File: src/rtl/spi_tx_ctrl.sv
// Purpose: SPI mode-0 slave transmitter that drains the FFT result buffer onto miso, MSB first.
// Latency: ss low -> word-0 MSB on miso after 3 clk (ARMED, FETCH, LOAD); 2 clk reload gap between words.
// Backpressure: none; the master paces bits with spi_clk_fall, and ss high aborts the frame back to ARMED.
// Ports: clk/n_reset; data_ready arms one frame; ss and spi_clk_fall come pre-synchronised from the
//        SPI front end; rd_en/rd_addr/rd_data read the result buffer (rd_data one clk after rd_en);
//        miso/miso_oe drive the pad; tx_ready flags armed-or-busy; done pulses once per full frame.
module spi_tx_ctrl #(
    parameter int DATA_WIDTH = 8,
    parameter int NUM_WORDS  = 64,
    parameter int ADDR_WIDTH = 6
) (
    input  logic                  clk,
    input  logic                  n_reset,
    input  logic                  data_ready,
    input  logic                  ss,
    input  logic                  spi_clk_fall,
    input  logic [DATA_WIDTH-1:0] rd_data,
    output logic                  rd_en,
    output logic [ADDR_WIDTH-1:0] rd_addr,
    output logic                  miso,
    output logic                  miso_oe,
    output logic                  tx_ready,
    output logic                  done
);

    typedef enum logic [2:0] {
        S_IDLE,
        S_ARMED,
        S_FETCH,
        S_LOAD,
        S_SHIFT,
        S_DONE
    } state_t;

    localparam logic [3:0]            LAST_BIT  = 4'(DATA_WIDTH - 1);
    localparam logic [ADDR_WIDTH-1:0] LAST_WORD = ADDR_WIDTH'(NUM_WORDS - 1);

    state_t                  state_q, state_d;
    logic [ADDR_WIDTH-1:0]   word_cnt_q, word_cnt_d;
    logic [3:0]              bit_cnt_q, bit_cnt_d;
    logic [DATA_WIDTH-1:0]   shift_reg_q, shift_reg_d;
    logic                    rd_en_q, rd_en_d;
    logic                    miso_oe_q, miso_oe_d;

    always_ff @(posedge clk or negedge n_reset) begin
        if (!n_reset) begin
            state_q     <= S_IDLE;
            word_cnt_q  <= '0;
            bit_cnt_q   <= '0;
            shift_reg_q <= '0;
            rd_en_q     <= 1'b0;
            miso_oe_q   <= 1'b0;
        end else begin
            state_q     <= state_d;
            word_cnt_q  <= word_cnt_d;
            bit_cnt_q   <= bit_cnt_d;
            shift_reg_q <= shift_reg_d;
            rd_en_q     <= rd_en_d;
            miso_oe_q   <= miso_oe_d;
        end
    end

    always_comb begin
        state_d     = state_q;
        word_cnt_d  = word_cnt_q;
        bit_cnt_d   = bit_cnt_q;
        shift_reg_d = shift_reg_q;

        case (state_q)
            S_IDLE: begin
                if (data_ready) state_d = S_ARMED;
            end
            S_ARMED: begin
                if (!ss) state_d = S_FETCH;
            end
            S_FETCH: begin
                state_d = S_LOAD;
            end
            S_LOAD: begin
                // rd_data is valid here because rd_en was high during FETCH.
                shift_reg_d = rd_data;
                bit_cnt_d   = '0;
                state_d     = S_SHIFT;
            end
            S_SHIFT: begin
                if (spi_clk_fall) begin
                    shift_reg_d = {shift_reg_q[DATA_WIDTH-2:0], 1'b0};
                    bit_cnt_d   = bit_cnt_q + 4'd1;
                    if (bit_cnt_q == LAST_BIT) begin
                        // Last word stays at its address: no read is ever issued past NUM_WORDS-1.
                        if (word_cnt_q == LAST_WORD) begin
                            state_d = S_DONE;
                        end else begin
                            word_cnt_d = word_cnt_q + ADDR_WIDTH'(1);
                            state_d    = S_FETCH;
                        end
                    end
                end
            end
            S_DONE: begin
                word_cnt_d = '0;
                state_d    = S_IDLE;
            end
            default: begin
                state_d = S_IDLE;
            end
        endcase

        // Master deselected mid-frame: drop back to ARMED and restart from word 0 on the next select.
        if (ss && (state_q == S_FETCH || state_q == S_LOAD || state_q == S_SHIFT)) begin
            state_d    = S_ARMED;
            word_cnt_d = '0;
            bit_cnt_d  = '0;
        end
    end

    // Strobes are registered from the next state so they line up with the state they describe.
    always_comb begin
        rd_en_d   = (state_d == S_FETCH);
        miso_oe_d = !ss && (state_d == S_FETCH || state_d == S_LOAD || state_d == S_SHIFT);
    end

    assign rd_en    = rd_en_q;
    assign miso_oe  = miso_oe_q;
    assign rd_addr  = word_cnt_q;
    assign miso     = (state_q == S_LOAD || state_q == S_SHIFT) && shift_reg_q[DATA_WIDTH-1];
    assign tx_ready = (state_q != S_IDLE);
    assign done     = (state_q == S_DONE);

endmodule

File: config.mk
export PLATFORM = sky130hd
export DESIGN_NAME = spi_tx_ctrl
export DESIGN_NICKNAME = d
export VERILOG_FILES = /design/src/rtl/spi_tx_ctrl.sv
export SDC_FILE = /design/constraint.sdc
export NUM_CORES = 1
export LEC_CHECK = 0
export CAP_MARGIN = 20
export CORE_MARGIN = 5
export CORE_UTILIZATION = 53
export CTS_BUF_LIST = sky130_fd_sc_hd__clkbuf_8
export DETAILED_ROUTE_END_ITERATION = 6
export PLACE_DENSITY = 0.92
export SLEW_MARGIN = 20
export SYNTH_ARGS = -nofsm -noshare
export SYNTH_HDL_FRONTEND = slang
export SYNTH_SLANG_ARGS = --single-unit
export TNS_END_PERCENT = 30
File: constraint.sdc
create_clock -name clk -period 2.3 [get_ports clk]
set_input_delay 0.46 -clock clk [delete_from_list [all_inputs] [get_ports clk]]
set_output_delay 0.46 -clock clk [all_outputs]
set_load 0.05 [all_outputs]
==> results of run 1 <==
## sequential cells by signal (all words and copies together), names as in the netlist
signal and cells:
rd_addr 6, bit_cnt_q 4, shift_reg_q 8, rd_en 1
miso_oe 1, state_q 3
## cell usage in the layout (no fill, tap or decap), types with 4 or more instances in the layout
master / instances
clkdlybuf4s50_1: 21
a21oi_1: 4
o21ai_0: 14
nor2_1: 4
nand3_1: 8
mux2i_1: 8
dfrtp_1: 23
buf_4: 6
nand2_1: 17
## metrics by stage
| stage | total power [mW] | instances | setup WS [ns] | util (%) | instance area (um^2) |
|---|---|---|---|---|---|
| after floorplan | 1.11 | 131 | 0.248 | - | 1290 |
| after global placement | 1.30 | 181 | 0.185 | 69.0 | 1570 |
| after detailed placement | 1.34 | 181 | 0.0685 | 69.0 | 1570 |
| after CTS | 1.58 | 185 | 0.143 | 71.0 | 1620 |
| after global routing | 1.68 | 185 | 0.0550 | 71.0 | 1620 |
| final | 1.59 | 185 | 0.139 | 71.0 | 1620 |
## area by class of cell
| class | count | area (um^2) |
|---|---|---|
| fill | 161 | 661 |
| multi-input combinational | 99 | 657 |
| clock inverter | 1 | 3.75 |
| clock buffer | 3 | 41.3 |
| inverter | 2 | 7.51 |
| timing repair buffer | 29 | 295 |
| tap | 28 | 35.0 |
| sequential | 23 | 576 |
## layer usage
layer,vias to the layer above,routed length (um),GRT usage (%)
met1,530,1150,21.0
met2,57,1530,32.8
met3,8,222,4.36
met5,-,0,0
li1,535,-,-
met4,0,70,11.7
## where the power goes
| part | internal [mW] | switching [mW] | total (mW) |
|---|---|---|---|
| sequential | 0.515 | 0.0549 | 0.569 |
| clock | 0.119 | 0.126 | 0.245 |
| combinational | 0.301 | 0.470 | 0.770 |
| total | 0.934 | 0.651 | 1.59 |
## worst reg2reg max path, cell delays in order, from the launching register on
cell and delay (ns):
dfrtp_1 0.40, ha_1 0.23, and4b_1 0.28, o211ai_4 0.14, or4_1 0.54, o21ai_1 0.16
## logic make-up (layout without fill, tap and decap cells)
family | Yosys count | after routing | share of synthesized area [%]
AOI/OAI and AO/OA | 38 | 38 | 20.5
adders and majority gates | 2 | 2 | 1.94
and+or+nand+nor | 49 | 49 | 20.8
DFF | 23 | 23 | 44.7
muxes | 9 | 9 | 7.09
buffers and inverters | 9 | 35 | 4.37
xor gates and xnor gates | 1 | 1 | 0.680
## final timing paths
kind,start,endpoint,slack [ns],depth (start not counted)
worst max register to register,bit_cnt_q[0],rd_addr[5],0.48,5
max in group asynchronous,n_reset,bit_cnt_q[0],1.53,2
worst min-delay path,shift_reg_q[6],shift_reg_q[6],0.49,2
worst max-delay path,state_q[1],miso,0.14,5
worst min register to register,shift_reg_q[6],shift_reg_q[6],0.49,2
min in group asynchronous,n_reset,rd_addr[2],0.54,2
==> run_results.csv, run 1 <==
group,metric,value,unit
grt,grt_usage,19.0,%
routing,vias,1130,
routing,drtPass1Iterations,5,
setup_path,worstPathRequired,1.84,ns
sta,holdWs,0.485,ns
yosys,netlist_area,1290,um^2
yosys,ys_types,48,
pwr,leakagePower,0.664,nW
pwr,ir_worst_vdd,0.00101,V
yosys,async_reset_ff_share,100,%
yosys,synth_common_cells,"dfrtp_1, nand2_1, o21ai_0",
sta,fin_skew,0.00570,ns
cells_and_area,insertedDiodeCount,0,
setup_path,worstSetupPathType,"reg -> out",
setup_path,crit_arrival,1.70,ns
hold_path,hold_class,"reg -> reg",
grt,grt_pass1_wl,5070,um
clock_tree,path_clk_slew,0.08,ns
yosys,yosysSeqAreaShare,44.7,%
yosys,syn-num-nets,146,
routing,ant_nets,0,
grt,grt_pass1_vias,1158,
setup_path,crit_path_start_kind,"register",
grt,overflow,0,
cells_and_area,area_delta_synth_final,25.3,%
yosys,synth_top_cell_by_area,"dfrtp_1",
pwr,p_per_area,981,nW/um^2
routing,vias_per_cell,6.11,
placement,hpwl,2270,um
sta,fmax,0.463,GHz
clock_tree,cts_made_buffers,3,
floorplanning,std_cell_rows,17,
yosys,synth_ff_type,"dfrtp_1",
clock_tree,postCtsSetupBuffers,0,
status,status,"finished clean",
floorplanning,core,2280,um^2
routing,routed_wirelength,2970,um
setup_path,crit_buf_inv,2,
setup_path,path_cells,"buf_4 > nor2b_1 > nand2_1 > a21boi_1 > buf_12",
clock_tree,htreeDepth,1,
sta,setup_viol,0,
floorplanning,die_x,59.3,um
sta,slew_headroom,65.5,%
clock_tree,insertion_delay,0.27,ns
routing,avgRoutedWirePerCell,16.1,um
sta,hold_violations,0,
flow_run,cap_violations,0,
setup_path,path_max_fanout,10,
routing,drt_iter0_drc,42,
clock_tree,hold_buffers,0,
yosys,synth_seq_cells,23,
yosys,synthCells,131,
clock_tree,cts_tree,"yes",
clock_tree,clock_sinks,23,
yosys,synth_warnings,0,
setup_path,critical_path.slowest_cell,"dfrtp_1",
grt,grt_max_degree,24,
yosys,synth_edf_count,0,
clock_tree,cts_resized,0,
floorplanning,dieArea,3520,um^2
yosys,yosysTopAreaCellShare,44.7,%
grt,antenna_found_initial,0,
cells_and_area,drive_above_1_share,11.5,%
floorplanning,start_util,56.6,%
sta,rsz0062_at_grt,"no",
sta,finalCriticalPeriod,2.16,ns
clock_tree,cts_root_buf,"clkbuf_8",
yosys,yosysMostFrequentCell,"dfrtp_1",
setup_path,end_kind,"output pin",
placement,io_buffer_count,23,
sta,min_period_over_period,94.0,%
floorplanning,die_h,59.3,um
floorplanning,io_pins,24,
setup_path,max_stage_delay,0.34,ns
yosys,synth_area_leaders,"dfrtp_1, mux2i_1, o21ai_0",
routing,drc,0,
sta,drv_slew,0,
sta,worst_slew_pin_slew,0.516,ns
cells_and_area,finish.net_count,173,
clock_tree,cts.path.max_buffers,2,
sta,tns,0,ns
setup_path,crit_family,"simple AND/OR/NAND/NOR gates",
placement,gp_congestion,0.912,
yosys,avgSynthCellArea,9.84,um^2
Note: power is estimated with default switching activity, not from simulation.
==> inputs of run 2 (changes only) <==
--- a/config.mk
+++ b/config.mk
@@ -11,6 +11,7 @@
 export CTS_BUF_LIST = sky130_fd_sc_hd__clkbuf_8
 export DETAILED_ROUTE_END_ITERATION = 6
 export PLACE_DENSITY = 0.92
+export REMOVE_ABC_BUFFERS = 1
 export SLEW_MARGIN = 20
 export SYNTH_ARGS = -nofsm -noshare
 export SYNTH_HDL_FRONTEND = slang
==> run_results.csv, run 2 (synthesized netlist as in run 1, its figures left out) <==
group,metric,value,unit
cells_and_area,area_delta_synth_final,25.6,%
hold_path,hold_class,"reg -> reg",
sta,fmax,0.450,GHz
floorplanning,core,2280,um^2
sta,hold_violations,0,
cells_and_area,layout_commonest_cell,"dfrtp_1",
pwr,report.power.total,1.61,mW
sta,fin_skew,0.00820,ns
grt,overflow,0,
setup_path,worstPathRequired,1.84,ns
setup_path,path_max_fanout,4,
setup_path,reg2reg_from,"bit_cnt_q[0]",
floorplanning,die_h,59.3,um
floorplanning,std_cell_rows,17,
sta,drv_slew,0,
grt,grt_max_degree,24,
floorplanning,die_x,59.3,um
pwr,power_frac_seq,36.1,%
flow_run,cap_violations,0,
floorplanning,io_pins,24,
hold_path,whs_path_depth,2,
sta,finalCriticalPeriod,2.22,ns
placement,hpwl,2210,um
routing,drtPass1Iterations,4,
cells_and_area,stdcell_count,185,
placement,io_buffer_count,23,
sta,fin_ws,0.0779,ns
pwr,switching_power,0.668,mW
cells_and_area,drive_above_1_share,12.1,%
clock_tree,insertion_delay,0.27,ns
pwr,p_int,0.938,mW
placement,gp_congestion,0.907,
floorplanning,dieArea,3520,um^2
grt,grt_pass1_vias,1136,
setup_path,r2r_cells,5,
setup_path,crit_path_start_kind,"register",
cells_and_area,regMostFlops,"shift_reg_q",
sta,rsz0062_at_grt,"no",
routing,avgRoutedWirePerCell,16.3,um
setup_path,worstSetupPathType,"reg -> out",
clock_tree,clock_sinks,23,
clock_tree,cts_tree,"yes",
routing,drc,0,
setup_path,crit_end,"tx_ready",
floorplanning,start_util,56.6,%
pwr,switching_share,41.6,%
routing,routed_wirelength,3020,um
grt,grt_pass1_wl,5160,um
cells_and_area,fin_area,1620,um^2
pwr,ir_worst_vdd,0.000758,V
setup_path,crit_arrival,1.76,ns
status,status,"finished clean",
cells_and_area,largest_reg_flops,8,
clock_tree,htreeDepth,1,
setup_path,r2r_setup_slack,0.48,ns
routing,ant_nets,0,
routing,vias,1152,
setup_path,end_kind,"output pin",
setup_path,critPathLaunch,"state_q[1]",
pwr,leakagePower,0.658,nW
cells_and_area,insertedDiodeCount,0,
placement,dpl.cell_count,181,
clock_tree,postCtsSetupBuffers,0,
pwr,p_per_area,992,nW/um^2
sta,slew_headroom,66.2,%
routing,vias_per_cell,6.23,
cells_and_area,post-route-util,71.1,%
clock_tree,cts_root_buf,"clkbuf_8",
routing,drt_iter0_drc,42,
clock_tree,cts.path.max_buffers,2,
grt,grt_usage,18.9,%
sta,setup_viol,0,
cells_and_area,final_cell_mix,"dfrtp_1, clkdlybuf4s50_1, nand2_1",
pwr,clkPwrFrac,16.2,%
placement,pre_cts_slack,0.0577,ns
sta,min_period_over_period,96.6,%
pwr,comb_power_share,47.6,%
placement,placed_cell_area,1570,um^2
sta,worst_slew_pin_slew,0.506,ns
cells_and_area,finish.net_count,173,
clock_tree,cts_made_buffers,3,
clock_tree,path_clk_slew,0.09,ns
setup_path,reg2reg_to,"rd_addr[5]",
grt,antenna_found_initial,0,
## run 2: cell count changes in the layout (fill, tap and decap cells not counted), sizes merged
cell	change
clkinvlp	+1
inv	-1
## run 2: worst min path at each step
stage / startpoint / end
after detailed placement: shift_reg_q[4] / shift_reg_q[4]
after global routing: shift_reg_q[6] / shift_reg_q[6]
final: shift_reg_q[3] / shift_reg_q[3]
after floorplan: n_reset / bit_cnt_q[0]
after global placement: shift_reg_q[3] / shift_reg_q[3]
after CTS: shift_reg_q[4] / shift_reg_q[4]
## run 2: metrics by stage
stage,hold slack [ns],TNS (ns)
2_1_floorplan,0.164,-0.194
3_3_place_gp,0.461,0
3_5_place_dp,0.475,0
4_1_cts,0.495,0
5_1_grt,0.529,0
6_report,0.494,0
## run 2: worst max-delay path: stages (launching register included)
cell             delay (ns)
dfrtp_1                0.42
or3_1                  0.37
clkdlybuf4s50_1        0.71
## run 2: layout make-up
cell class | count | area (um^2)
clock buffers | 3 | 41.3
clock inverters | 1 | 7.51
fillers | 168 | 657
inverters | 2 | 7.51
multi-input cells | 99 | 657
flip-flops and latches | 23 | 576
well taps | 28 | 35.0
repair buffers | 29 | 295
## run 2: what timing repair did
item	4_1_cts	5_1_grt
hold buffers	0	0
gates resized for setup	0	1
endpoints found under the setup margin	0	1
## run 2: power groups by stage
stage | Combinational [mW] | Sequential (mW) | Clock (mW)
2_1_floorplan | 0.390 | 0.669 | 0
3_3_place_gp | 0.724 | 0.578 | 0
3_5_place_dp | 0.748 | 0.585 | 0
4_1_cts | 0.761 | 0.578 | 0.263
5_1_grt | 0.829 | 0.593 | 0.282
6_report | 0.765 | 0.580 | 0.261
## run 2: routing by layer
metal	wire [um]	global-route usage, %	vias up
li1	-	-	542
met1	1290	23.0	558
met2	1470	32.4	46
met3	214	3.92	6
met4	49	6.80	0
met5	0	0	-
==> inputs of run 3 (changes only) <==
--- a/config.mk
+++ b/config.mk
@@ -5,11 +5,11 @@
 export SDC_FILE = /design/constraint.sdc
 export NUM_CORES = 1
 export LEC_CHECK = 0
-export CAP_MARGIN = 20
 export CORE_MARGIN = 5
 export CORE_UTILIZATION = 53
 export CTS_BUF_LIST = sky130_fd_sc_hd__clkbuf_8
 export DETAILED_ROUTE_END_ITERATION = 6
+export GPL_TIMING_DRIVEN = 0
 export PLACE_DENSITY = 0.92
 export REMOVE_ABC_BUFFERS = 1
 export SLEW_MARGIN = 20
==> run_results.csv, run 3 (synthesized netlist as in run 1, its figures left out) <==
group,metric,value,unit
status,status,"finished clean",
clock_tree,cts_resized,9,
cells_and_area,fillerInstances,185,
grt,grtUsageMet1,21.0,%
grt,grt_usage,17.7,%
setup_path,critPathLaunch,"state_q[1]",
pwr,p_per_area,978,nW/um^2
grt,grt_pass1_wl,4680,um
grt,grt.met3_usage,3.70,%
routing,ant_nets,0,
cells_and_area,final_cell_mix,"dfrtp_1, clkdlybuf4s50_1, nand2_1",
pwr,leakagePower,0.624,nW
sta,drv_slew,0,
grt,antenna_found_initial,0,
clock_tree,htreeDepth,1,
floorplanning,dieArea,3520,um^2
routing,drtPass1Iterations,4,
floorplanning,die_x,59.3,um
grt,busiest_layer,"met2",
setup_path,crit_arrival,1.67,ns
cells_and_area,finish.net_count,167,
sta,hold_violations,0,
clock_tree,hold_buffers,0,
sta,slew_headroom,36.9,%
setup_path,end_kind,"output pin",
setup_path,path_max_fanout,11,
cells_and_area,regMostFlops,"shift_reg_q",
pwr,ir_worst_vdd,0.000644,V
routing,avgRoutedWirePerCell,15.6,um
floorplanning,io_pins,24,
cells_and_area,drive_above_1_share,11.3,%
setup_path,r2r_setup_slack,0.32,ns
cells_and_area,layout_commonest_cell,"dfrtp_1",
routing,vias_per_cell,6.14,
clock_tree,cts.path.max_buffers,2,
sta,worst_slew_pin_slew,0.947,ns
clock_tree,insertion_delay,0.27,ns
sta,rsz0062_at_grt,"no",
clock_tree,cts_made_buffers,3,
routing,drc,0,
routing,routed_wirelength,2780,um
sta,fin_skew,0.00553,ns
grt,grt_pass1_vias,1051,
grt,met2_usage,30.0,%
sta,finalCriticalPeriod,2.13,ns
floorplanning,std_cell_rows,17,
clock_tree,clock_sinks,23,
setup_path,reg2reg_to,"miso_oe",
grt,overflow,0,
flow_run,cap_violations,0,
setup_path,worstPathRequired,1.84,ns
setup_path,r2r_cells,4,
floorplanning,start_util,56.6,%
sta,setup_viol,0,
cells_and_area,area_delta_synth_final,20.4,%
clock_tree,cts_root_buf,"clkbuf_8",
cells_and_area,largest_reg_flops,8,
setup_path,reg2reg_from,"state_q[0]",
floorplanning,die_h,59.3,um
sta,tns,0,ns
cells_and_area,insertedDiodeCount,0,
floorplanning,core,2280,um^2
grt,grt_max_degree,24,
setup_path,worstSetupPathType,"reg -> out",
placement,gp_congestion,0.796,
sta,holdWs,0.149,ns
sta,fmax,0.471,GHz
sta,fin_ws,0.175,ns
clock_tree,cts_tree,"yes",
routing,drt_iter0_drc,31,
placement,hpwl,2020,um
sta,min_period_over_period,92.4,%
hold_path,hold_class,"in -> async",
placement,pre_cts_slack,-0.182,ns
clock_tree,postCtsSetupBuffers,0,
placement,io_buffer_count,23,
setup_path,crit_end,"miso",
clock_tree,path_clk_slew,0.08,ns
setup_path,crit_path_start_kind,"register",
routing,vias,1099,
## run 3: power breakdown
group / switching, mW / internal [mW]
Combinational: 0.373 / 0.239
Sequential: 0.137 / 0.517
Clock: 0.132 / 0.121
## run 3: cell type report
class	instances	area, um^2	share of cell area (%)
flip-flops and latches	23	578	37.3
clock inverters	1	5.00	0.323
repair buffers	23	220	14.2
inverters	2	7.51	0.484
clock buffers	3	41.3	2.66
multi-input cells	99	664	42.8
well taps	28	35.0	2.26
## run 3: per-layer routing
| metal | share of wire [%] | wire length, um |
|---|---|---|
| met4 | 2.4 | 68 |
| met5 | 0 | 0 |
| met1 | 42 | 1160 |
| met3 | 6.4 | 177 |
| met2 | 50 | 1380 |
## run 3: worst max-delay path, cell delays in order (launching register included)
cell and delay, ns:
dfrtp_2 0.53, nor2b_2 0.27, nand2_1 0.11, a21boi_0 0.20, buf_2 0.29
## run 3: worst min path at each step
stage,startpoint,endpoint,slack [ns],cells past startpoint
after global placement,shift_reg_q[4],shift_reg_q[4],0.46,2
final,n_reset,rd_addr[2],0.15,1
after global routing,n_reset,rd_addr[2],0.20,1
after detailed placement,shift_reg_q[4],shift_reg_q[4],0.48,2
after CTS,bit_cnt_q[3],bit_cnt_q[3],0.50,1
after floorplan,n_reset,bit_cnt_q[0],0.16,0
## run 3: per-stage QoR
stage / utilization, % / instance area, um^2 / instances / total power [mW]
3_5_place_dp: 66.1 / 1510 / 175 / 1.26
4_1_cts: 68.3 / 1550 / 179 / 1.51
5_1_grt: 68.2 / 1550 / 179 / 1.62
6_report: 68.2 / 1550 / 179 / 1.52
2_1_floorplan: - / 1240 / 124 / 1.06
3_3_place_gp: 66.1 / 1510 / 175 / 1.23
